$ cat src/rtl/uart_pkg.sv
// Shared types and constants for the UART TX arbiter slice.
// Holds the arbiter state encoding, frame geometry and baud divisor helper.
package uart_pkg;

  typedef enum logic [1:0] {
    StArb      = 2'd0,
    StWaitByte = 2'd1,
    StSend     = 2'd2
  } arb_state_e;

  // Start bit + 8 data bits + stop bit.
  localparam int unsigned FrameBits = 10;

  function automatic int unsigned calc_div(input int unsigned clk_hz, input int unsigned baud);
    return clk_hz / baud;
  endfunction

endpackage

$ cat src/rtl/uart_tx_serializer.sv
// 8N1 serializer: shifts one byte out LSB-first, each bit held for DIV clock cycles.
// o_done fires one cycle before the stop bit ends so a follow-on byte starts with no gap.
module uart_tx_serializer
  import uart_pkg::*;
#(
  parameter int unsigned DIV = 434
) (
  input  logic       clk,
  input  logic       reset,
  input  logic       i_start,
  input  logic [7:0] i_data,
  output logic       o_txd,
  output logic       o_done
);

  localparam int unsigned CntW     = (DIV > 2) ? $clog2(DIV) : 1;
  localparam logic [CntW-1:0] BaudLast = CntW'(DIV - 1);
  localparam logic [CntW-1:0] BaudDone = CntW'(DIV - 2);
  localparam logic [3:0]      BitStop  = 4'(FrameBits - 1);

  logic            r_active;
  logic [7:0]      r_shift;
  logic [3:0]      r_bit_cnt;
  logic [CntW-1:0] r_baud_cnt;
  logic            r_txd;

  logic            w_active_d;
  logic [7:0]      w_shift_d;
  logic [3:0]      w_bit_cnt_d;
  logic [CntW-1:0] w_baud_cnt_d;
  logic            w_txd_d;

  always_comb begin
    w_active_d   = r_active;
    w_shift_d    = r_shift;
    w_bit_cnt_d  = r_bit_cnt;
    w_baud_cnt_d = r_baud_cnt;
    w_txd_d      = r_txd;
    if (i_start) begin
      w_active_d   = 1'b1;
      w_shift_d    = i_data;
      w_bit_cnt_d  = '0;
      w_baud_cnt_d = '0;
      w_txd_d      = 1'b0;
    end else if (r_active) begin
      if (r_baud_cnt == BaudLast) begin
        w_baud_cnt_d = '0;
        if (r_bit_cnt == BitStop) begin
          w_active_d = 1'b0;
        end else begin
          w_bit_cnt_d = r_bit_cnt + 4'd1;
          // Bit k of the frame ending means data bit k goes out next; after bit 8, the stop bit.
          w_txd_d     = (r_bit_cnt < 4'd8) ? r_shift[r_bit_cnt[2:0]] : 1'b1;
        end
      end else begin
        w_baud_cnt_d = r_baud_cnt + 1'b1;
      end
    end
  end

  always_ff @(posedge clk or posedge reset) begin
    if (reset) begin
      r_active   <= 1'b0;
      r_shift    <= '0;
      r_bit_cnt  <= '0;
      r_baud_cnt <= '0;
      r_txd      <= 1'b1;
    end else begin
      r_active   <= w_active_d;
      r_shift    <= w_shift_d;
      r_bit_cnt  <= w_bit_cnt_d;
      r_baud_cnt <= w_baud_cnt_d;
      r_txd      <= w_txd_d;
    end
  end

  always_comb begin
    o_txd  = r_txd;
    o_done = r_active && (r_bit_cnt == BitStop) && (r_baud_cnt == BaudDone);
  end

  // A new byte may only arrive when idle or exactly in the last cycle of the stop bit.
  a_start_aligned: assert property (@(posedge clk) disable iff (reset)
    i_start |-> (!r_active || (r_bit_cnt == BitStop && r_baud_cnt == BaudLast)));

endmodule

$ cat src/rtl/uart_tx_arbiter.sv
// Round-robin packet arbiter sharing one 8N1 TXD line between N byte-stream requesters.
// A grant is held from the first byte until the owner's last byte or an idle timeout.
module uart_tx_arbiter
  import uart_pkg::*;
#(
  parameter int unsigned N       = 2,
  parameter int unsigned CLK_HZ  = 50000000,
  parameter int unsigned BAUD    = 115200,
  parameter int unsigned TIMEOUT = 65536
) (
  input  logic           clk,
  input  logic           reset,
  input  logic [N-1:0]   req_valid,
  input  logic [8*N-1:0] req_data,
  input  logic [N-1:0]   req_last,
  output logic [N-1:0]   req_ready,
  output logic [N-1:0]   grant,
  output logic           busy,
  output logic           timeout_err,
  output logic           txd
);

  localparam int unsigned Div   = calc_div(CLK_HZ, BAUD);
  localparam int unsigned PtrW  = (N > 1) ? $clog2(N) : 1;
  localparam int unsigned IdleW = $clog2(TIMEOUT + 1);
  localparam logic [PtrW-1:0]  PtrLast  = PtrW'(N - 1);
  localparam logic [IdleW-1:0] IdleLast = IdleW'(TIMEOUT - 1);

  arb_state_e       r_state, w_state_d;
  logic [N-1:0]     r_grant, w_grant_d;
  logic [PtrW-1:0]  r_owner, w_owner_d;
  logic [PtrW-1:0]  r_rr_ptr, w_rr_ptr_d;
  logic [IdleW-1:0] r_idle_cnt, w_idle_cnt_d;
  logic             r_last, w_last_d;
  logic             r_timeout_err, w_timeout_err_d;

  logic             w_any_valid;
  logic [PtrW-1:0]  w_pick;
  logic [N-1:0]     w_pick_oh;
  int unsigned      w_idx;
  logic [PtrW-1:0]  w_owner_inc;
  logic             w_accept;
  logic [7:0]       w_byte;
  logic             w_done;

  // First valid requester at or after the round-robin pointer, wrapping cyclically.
  always_comb begin
    w_any_valid = 1'b0;
    w_pick      = '0;
    w_pick_oh   = '0;
    w_idx       = 0;
    for (int unsigned k = 0; k < N; k++) begin
      w_idx = 32'(r_rr_ptr) + k;
      if (w_idx >= N) begin
        w_idx = w_idx - N;
      end
      if (!w_any_valid && req_valid[PtrW'(w_idx)]) begin
        w_any_valid                = 1'b1;
        w_pick                     = PtrW'(w_idx);
        w_pick_oh[PtrW'(w_idx)]    = 1'b1;
      end
    end
  end

  always_comb begin
    w_owner_inc = (r_owner == PtrLast) ? '0 : r_owner + 1'b1;
  end

  // State register.
  always_ff @(posedge clk or posedge reset) begin
    if (reset) begin
      r_state <= StArb;
    end else begin
      r_state <= w_state_d;
    end
  end

  // Next-state logic, including the grant, pointer and idle-timeout bookkeeping.
  always_comb begin
    w_state_d       = r_state;
    w_grant_d       = r_grant;
    w_owner_d       = r_owner;
    w_rr_ptr_d      = r_rr_ptr;
    w_idle_cnt_d    = r_idle_cnt;
    w_last_d        = r_last;
    w_timeout_err_d = 1'b0;
    case (r_state)
      StArb: begin
        if (w_any_valid) begin
          w_state_d    = StWaitByte;
          w_grant_d    = w_pick_oh;
          w_owner_d    = w_pick;
          w_idle_cnt_d = '0;
        end
      end
      StWaitByte: begin
        if (w_accept) begin
          w_last_d  = req_last[r_owner];
          w_state_d = StSend;
        end else if (r_idle_cnt == IdleLast) begin
          w_state_d       = StArb;
          w_grant_d       = '0;
          w_rr_ptr_d      = w_owner_inc;
          w_timeout_err_d = 1'b1;
        end else begin
          w_idle_cnt_d = r_idle_cnt + 1'b1;
        end
      end
      StSend: begin
        if (w_done) begin
          if (r_last) begin
            w_state_d  = StArb;
            w_grant_d  = '0;
            w_rr_ptr_d = w_owner_inc;
          end else begin
            w_state_d    = StWaitByte;
            w_idle_cnt_d = '0;
          end
        end
      end
      default: begin
        w_state_d = StArb;
        w_grant_d = '0;
      end
    endcase
  end

  always_ff @(posedge clk or posedge reset) begin
    if (reset) begin
      r_grant       <= '0;
      r_owner       <= '0;
      r_rr_ptr      <= '0;
      r_idle_cnt    <= '0;
      r_last        <= 1'b0;
      r_timeout_err <= 1'b0;
    end else begin
      r_grant       <= w_grant_d;
      r_owner       <= w_owner_d;
      r_rr_ptr      <= w_rr_ptr_d;
      r_idle_cnt    <= w_idle_cnt_d;
      r_last        <= w_last_d;
      r_timeout_err <= w_timeout_err_d;
    end
  end

  // Outputs.
  always_comb begin
    req_ready   = (r_state == StWaitByte) ? r_grant : '0;
    grant       = r_grant;
    busy        = (r_state != StArb);
    timeout_err = r_timeout_err;
    w_accept    = (r_state == StWaitByte) && req_valid[r_owner];
    w_byte      = req_data[{r_owner, 3'b000} +: 8];
  end

  uart_tx_serializer #(
    .DIV (Div)
  ) u_serializer (
    .clk     (clk),
    .reset   (reset),
    .i_start (w_accept),
    .i_data  (w_byte),
    .o_txd   (txd),
    .o_done  (w_done)
  );

  a_grant_onehot: assert property (@(posedge clk) disable iff (reset) $onehot0(r_grant));
  a_ready_owner: assert property (@(posedge clk) disable iff (reset)
    (req_ready & ~r_grant) == '0);
  a_arb_no_grant: assert property (@(posedge clk) disable iff (reset)
    (r_state == StArb) |-> (r_grant == '0));
  a_timeout_in_arb: assert property (@(posedge clk) disable iff (reset)
    r_timeout_err |-> (r_state == StArb));

endmodule

$ cat config.mk
export PLATFORM = sky130hd
export DESIGN_NAME = uart_tx_arbiter
export DESIGN_NICKNAME = d
export VERILOG_FILES = /design/src/rtl/uart_pkg.sv /design/src/rtl/uart_tx_serializer.sv /design/src/rtl/uart_tx_arbiter.sv
export SDC_FILE = /design/constraint.sdc
export NUM_CORES = 1
export LEC_CHECK = 0
export CORE_ASPECT_RATIO = 2
export CORE_MARGIN = 2
export CORE_UTILIZATION = 51
export DETAILED_ROUTE_END_ITERATION = 16
export PLACE_DENSITY = 0.79
export SLEW_MARGIN = 10
export SYNTH_ARGS = -nofsm -noshare
export SYNTH_HDL_FRONTEND = slang
export SYNTH_SLANG_ARGS = --single-unit
$ cat constraint.sdc
create_clock -name clk -period 2.6 [get_ports clk]
set_input_delay 0.65 -clock clk [delete_from_list [all_inputs] [get_ports clk]]
set_output_delay 0.65 -clock clk [all_outputs]
set_load 0.02 [all_outputs]
==> reports/metrics.cfg, run 1 <==
[sta]
fmax_mhz = 394.3
fin_hold_ws_ns = 0.4910
worst_pin_slew_ns = 0.7005
post-route-period-util_pct = 97.54
worst_slack_ns = 0.06399
slew_headroom_pct = 53.30
final_hold_viol_count = 0
min_period_ns = 2.536
setup_viol = 0
maxSlewViolCount = 0
finClkSkew_ns = 0.006630

[route]
avgViaCountPerCell = 6.078
drt_wl_total_mm = 6.210
drc_errors = 0
ant_nets = 0
drtIter0Drc = 52
first_pass_iters = 4
wire_per_inst_um = 16.17
via_count = 2334

[setup_path]
endpoint = r_idle_cnt[14]$_DFFE_PP0P_
crit_arrival_ns = 2.79
setup.worst_path.start = r_idle_cnt[0]$_DFFE_PP0P_
rrSetupSlack_ns = 0.06
worstSetupPathType = reg2reg
reg2regPathDepth = 11
required_ns = 2.86
rr_startpoint = r_idle_cnt[0]$_DFFE_PP0P_
worstSetupEndpointType = register
cp-start-kind = register
cp_max_fo = 6
rr_endpoint = r_idle_cnt[14]$_DFFE_PP0P_

[flow_run]
cap_violations = 0

[final_layout]
stdcell_area_um2 = 3254
nFillCells = 439
layout_common_cells = dfrtp_1, clkdlybuf4s50_1, a21oi_1
layout_commonest_cell = dfrtp_1
postLayoutCoreUtil_pct = 63.91
syn_to_final_growth_pct = 21.32
num-nets-final = 354
drive_above_1_share_pct = 15.34
stdcell_count = 384
num_antenna_cells = 0

[floorplanning]
rows = 37
start_util_pct = 52.68
die_w_um = 55.29
io_pins = 29
dieArea_um2 = 5891
die_h_um = 106.6
core_area_um2 = 5092

[synth]
synth-edff-count = 0
synth.distinct_cells = 55
ys.flop_type = dfrtp_1
syn_inst = 282
yosys.area.top_type = dfrtp_1
yosys_warnings = 0
synth_nets = 311
avgSynthCellArea_um2 = 9.513
netlist_area_um2 = 2683
synth_top_area_share_pct = 43.84
ys_ff_latch = 48
seq_area_frac_synth_pct = 44.82
ys_top_cells_by_area = dfrtp_1, a21oi_1, o21ai_0
async_flop_share_pct = 100.0

[clock_network]
cts_buffers = 5
cts_setup_buffers = 0
clock_latency_ns = 0.31
cts_sinks = 48
tritoncts = yes
cts_root_buf = clkbuf_8
clock_path_buffers = 2
hold_buffers = 0
clk_pin_slew_ns = 0.09
htree_num_levels = 2
cts_resized = 0

[global_route]
grt_pass1_vias = 2285
antenna_found_initial = 0
grtUsageTotal_pct = 22.36
overflow = 0
grt_first_pass_wirelength_mm = 10.38
grt_max_degree = 25

[place]
placed_area_um2 = 3124
numPortBuffers = 28
gp_congestion = 0.9221
post-place-cells = 376
dp_slack_ns = 0.04711
dp.final_hpwl_mm = 4.700

[pwr]
p_per_area_nw_per_um2 = 826.0
power.leakage_nw = 1.464
ir_drop_mv = 0.5874

[worst_hold_path]
hold_path.class = reg2reg
min-delay-start = u_serializer.r_shift[2]$_DFFE_PP0N_

[outcome]
status = finished, final reports clean

==> cells in the mapped netlist (5+ instances only) <==
master	n
a21oi_1	27
a31oi_1	5
and3_1	8
clkbuf_1	5
dfrtp_1	47
ha_1	7
inv_1	17
mux2i_1	9
nand2_1	23
nand3_1	11
nand4_1	5
nor2_1	13
nor3_1	9
o21ai_0	20
or3_1	5
or4_1	6
==> per-layer routing <==
layer	part of all wire (%)	up-vias	track usage, %
li1	-	1128	-
met1	36	1156	22.89
met2	58	37	41.50
met3	3.6	13	4.745
met4	2.8	0	11.32
met5	0	-	0
==> logic make-up after synthesis <==
family                     after synthesis  synth area share [%]
AOI/OAI and AO/OA                       81                 19.22
adders and majority gates                7                 3.265
buffers and inverters                   30                 4.804
DFF                                     48                 44.82
muxes                                   13                 6.017
and+or+nand+nor                        103                 21.87
==> how the worst min path moves through the flow <==
stage | slack, ns | cells after the start | endpoint
floorplan | 0.44 | 2 | u_serializer.r_shift[2]$_DFFE_PP0N_
global placement | 0.46 | 2 | u_serializer.r_shift[7]$_DFFE_PP0N_
detailed placement | 0.47 | 2 | u_serializer.r_shift[3]$_DFFE_PP0N_
CTS | 0.49 | 2 | u_serializer.r_shift[3]$_DFFE_PP0N_
global route | 0.52 | 2 | u_serializer.r_shift[5]$_DFFE_PP0N_
finish | 0.49 | 2 | u_serializer.r_shift[2]$_DFFE_PP0N_
==> registers in the layout (all words and copies together), names as in the netlist <==
name and count:
u_serializer.o_txd 1, u_serializer.r_active 1, r_owner 1, r_last 1, r_state 2, r_idle_cnt 17, r_rr_ptr 1, timeout_err 1
grant 2, u_serializer.r_bit_cnt 4, u_serializer.r_baud_cnt 9, u_serializer.r_shift 8
==> critical path, cell delays in order, from the launching register on <==
cell	delay [ns]
dfrtp_1	0.39
ha_1	0.21
nand3_1	0.10
nor2_1	0.06
and3_1	0.18
and3_1	0.18
ha_1	0.19
or3b_4	0.41
or2_4	0.25
buf_4	0.16
a311oi_2	0.20
a221o_1	0.14
==> per-stage QoR <==
stage	setup TNS, ns	power (mW)
after detailed placement	0	2.144
after global routing	-0.01442	2.884
after global placement	0	2.100
final	0	2.688
after CTS	0	2.698
after floorplan	0	1.795
==> power by group <==
group / internal, mW / switching [mW] / leakage (nW)
logic: 0.479 / 0.600 / 0.782
clock network: 0.285 / 0.261 / 0.0541
registers: 0.912 / 0.152 / 0.628
==> area by class of cell <==
cell class	count	area, um^2	area share [%]
Multi-Input combinational cell	204	1368	42.02
Sequential cell	48	1202	36.95
Timing Repair Buffer	48	430.4	13.23
Tap cell	58	72.57	2.230
Inverter	18	70.07	2.153
Clock buffer	5	68.82	2.115
Clock inverter	3	42.54	1.307
Power figures use the tool's default switching activity.
==> inputs of run 2 (changes only) <==
--- a/config.mk
+++ b/config.mk
@@ -9,7 +9,9 @@
 export CORE_MARGIN = 2
 export CORE_UTILIZATION = 51
 export DETAILED_ROUTE_END_ITERATION = 16
+export HOLD_SLACK_MARGIN = 0.06
 export PLACE_DENSITY = 0.79
+export RECOVER_POWER = 50
 export SLEW_MARGIN = 10
 export SYNTH_ARGS = -nofsm -noshare
 export SYNTH_HDL_FRONTEND = slang
==> run 2 against run 1 <==
Count of clock-buffer cells in the layout unchanged. Maximum frequency down 0.70%. Total power down 0.21%. Critical path depth unchanged. Combinational power about the same. Sequential power about the same. Clock skew up 0.0010 ns. Worst setup slack worse by 0.018 ns. Worst hold slack about the same. Critical path type unchanged. Critical endpoint is now r_idle_cnt[10]$_DFFE_PP0P_. Highest routed layer unchanged.
==> reports/metrics.cfg, run 2 (synthesis results as in run 1) <==
[global_route]
antenna_found_initial = 0  ; unchanged
grt_pass1_vias = 2285  ; unchanged
overflow = 0  ; unchanged
grt_max_degree = 25  ; unchanged
grt_first_pass_wirelength_mm = 10.38  ; unchanged
grtUsageTotal_pct = 22.36  ; unchanged

[clock_network]
clk_pin_slew_ns = 0.09  ; about the same
clock_path_buffers = 2  ; unchanged
tritoncts = yes  ; unchanged
cts_buffers = 5  ; unchanged
cts_setup_buffers = 0  ; unchanged
htree_num_levels = 2  ; unchanged
cts_root_buf = clkbuf_8  ; unchanged
cts_sinks = 48  ; unchanged
clock_latency_ns = 0.31  ; about the same

[floorplanning]
die_w_um = 55.29  ; unchanged
die_h_um = 106.6  ; unchanged
dieArea_um2 = 5891  ; unchanged
core_area_um2 = 5092  ; unchanged
io_pins = 29  ; unchanged
rows = 37  ; unchanged
start_util_pct = 52.68  ; unchanged

[final_layout]
layout_common_cells = dfrtp_1, a21oi_1, clkdlybuf4s50_1  ; was dfrtp_1, clkdlybuf4s50_1, a21oi_1
layout_commonest_cell = dfrtp_1  ; unchanged
num_antenna_cells = 0  ; unchanged
drive_above_1_share_pct = 13.80  ; was 15.34%
stdcell_area_um2 = 3228  ; was 3254 um^2
syn_to_final_growth_pct = 20.34  ; was 21.32%
postLayoutCoreUtil_pct = 63.39  ; was 63.91%
largest_register_ffs = 17  ; unchanged
reg_top3 = r_idle_cnt (17), u_serializer.r_baud_cnt (9), u_serializer.r_shift (8)  ; unchanged
num-nets-final = 354  ; unchanged
regMostFlops = r_idle_cnt  ; unchanged
nFillCells = 443  ; was 439

[sta]
post-route-period-util_pct = 98.22  ; was 97.54%
setup-tns-final_ns = 0  ; unchanged
maxSlewViolCount = 0  ; unchanged
worst_pin_slew_ns = 1.337  ; was 0.7005 ns
final_hold_viol_count = 0  ; unchanged
min_period_ns = 2.554  ; was 2.536 ns
slew_headroom_pct = 10.86  ; was 53.30%
finClkSkew_ns = 0.007643  ; was 0.006630 ns
setup_viol = 0  ; unchanged
fmax_mhz = 391.6  ; was 394.3 MHz

[route]
wire_per_inst_um = 16.35  ; was 16.17 um
drc_errors = 0  ; unchanged
first_pass_iters = 4  ; unchanged
drt_wl_total_mm = 6.279  ; was 6.210 mm
ant_nets = 0  ; unchanged
drtIter0Drc = 48  ; was 52
avgViaCountPerCell = 6.104  ; was 6.078
via_count = 2344  ; was 2334

[place]
numPortBuffers = 28  ; unchanged
gp_congestion = 0.9221  ; unchanged
dp.final_hpwl_mm = 4.700  ; unchanged
placed_area_um2 = 3124  ; unchanged

[setup_path]
worstSetupPathType = reg2reg  ; unchanged
crit_arrival_ns = 2.79  ; about the same
required_ns = 2.83  ; was 2.86 ns
worstSetupEndpointType = register  ; unchanged
cp-start-kind = register  ; unchanged
cp_max_fo = 6  ; unchanged

[pwr]
p_per_area_nw_per_um2 = 831.0  ; was 826.0 nW/um^2
power.leakage_nw = 1.453  ; was 1.464 nW
ir_drop_mv = 0.5828  ; was 0.5874 mV

[outcome]
status = finished, final reports clean  ; unchanged

[worst_hold_path]
hold_path.class = reg2reg  ; unchanged

[flow_run]
cap_violations = 0  ; unchanged

## run 2: cell types whose count changed in the layout (fill, tap and decap cells not counted), sizes merged
cell           delta
buf               -3
dlygate4sd3       +1
clkbuf            +3
clkdlybuf4s50     -1
## run 2: cell type report
class | count | area, um^2 | share of cell area (%)
inverters | 18 | 70.07 | 2.171
well taps | 58 | 72.57 | 2.248
clock inverters | 3 | 42.54 | 1.318
flip-flops and latches | 48 | 1202 | 37.25
multi-input cells | 204 | 1353 | 41.90
repair buffers | 48 | 419.2 | 12.98
clock buffers | 5 | 68.82 | 2.132
## run 2: worst paths after layout
| path | startpoint | to | slack [ns] | cells after the start |
|---|---|---|---|---|
| hold reg to reg | u_serializer.r_shift[2]$_DFFE_PP0N_ | u_serializer.r_shift[2]$_DFFE_PP0N_ | 0.49 | 2 |
| setup / recovery | r_idle_cnt[0]$_DFFE_PP0P_ | r_idle_cnt[10]$_DFFE_PP0P_ | 0.05 | 11 |
| min in group asynchronous | reset | r_idle_cnt[14]$_DFFE_PP0P_ | 1.22 | 3 |
| max in group asynchronous | reset | r_idle_cnt[2]$_DFFE_PP0P_ | 0.59 | 3 |
| hold / removal | u_serializer.r_shift[2]$_DFFE_PP0N_ | u_serializer.r_shift[2]$_DFFE_PP0N_ | 0.49 | 2 |
| setup reg to reg | r_idle_cnt[0]$_DFFE_PP0P_ | r_idle_cnt[10]$_DFFE_PP0P_ | 0.05 | 11 |
## run 2: layer usage
layer | GRT usage, % | up-vias | part of all wire, %
met4 | 11.32 | 0 | 3.0
met1 | 22.89 | 1156 | 36
met2 | 41.50 | 48 | 57
li1 | - | 1125 | -
met3 | 4.745 | 15 | 3.6
met5 | 0 | - | 0
## run 2: metrics by stage
| step | power [mW] | setup slack (ns) | hold slack [ns] | cells |
|---|---|---|---|---|
| floorplan | 1.795 | 0.02396 | 0.4446 | 282 |
| global placement | 2.100 | 0.1181 | 0.4583 | 376 |
| detailed placement | 2.144 | 0.04711 | 0.4719 | 376 |
| CTS | 2.698 | 0.04479 | 0.4938 | 384 |
| global route | 2.876 | -0.007826 | 0.5214 | 384 |
| finish | 2.682 | 0.04621 | 0.4912 | 384 |
## run 2: power breakdown
part	switching, mW	total [mW]	internal (mW)	leakage [nW]
Sequential	0.145	1.06	0.912	0.628
Clock	0.263	0.548	0.285	0.0541
Combinational	0.602	1.08	0.475	0.771
## run 2: repair_timing
item | in CTS | in global routing
hold buffers | 0 | 0
resized for setup | 0 | 6
endpoints found under the setup margin | 0 | 15
## run 2: critical path: stages (launching register included)
cell	delay, ns
dfrtp_1	0.39
ha_1	0.21
nand3_1	0.10
nor2_1	0.06
and3_1	0.18
and3_1	0.18
ha_1	0.19
or3b_4	0.41
or2_4	0.25
buf_4	0.16
a21o_1	0.15
a31oi_1	0.19
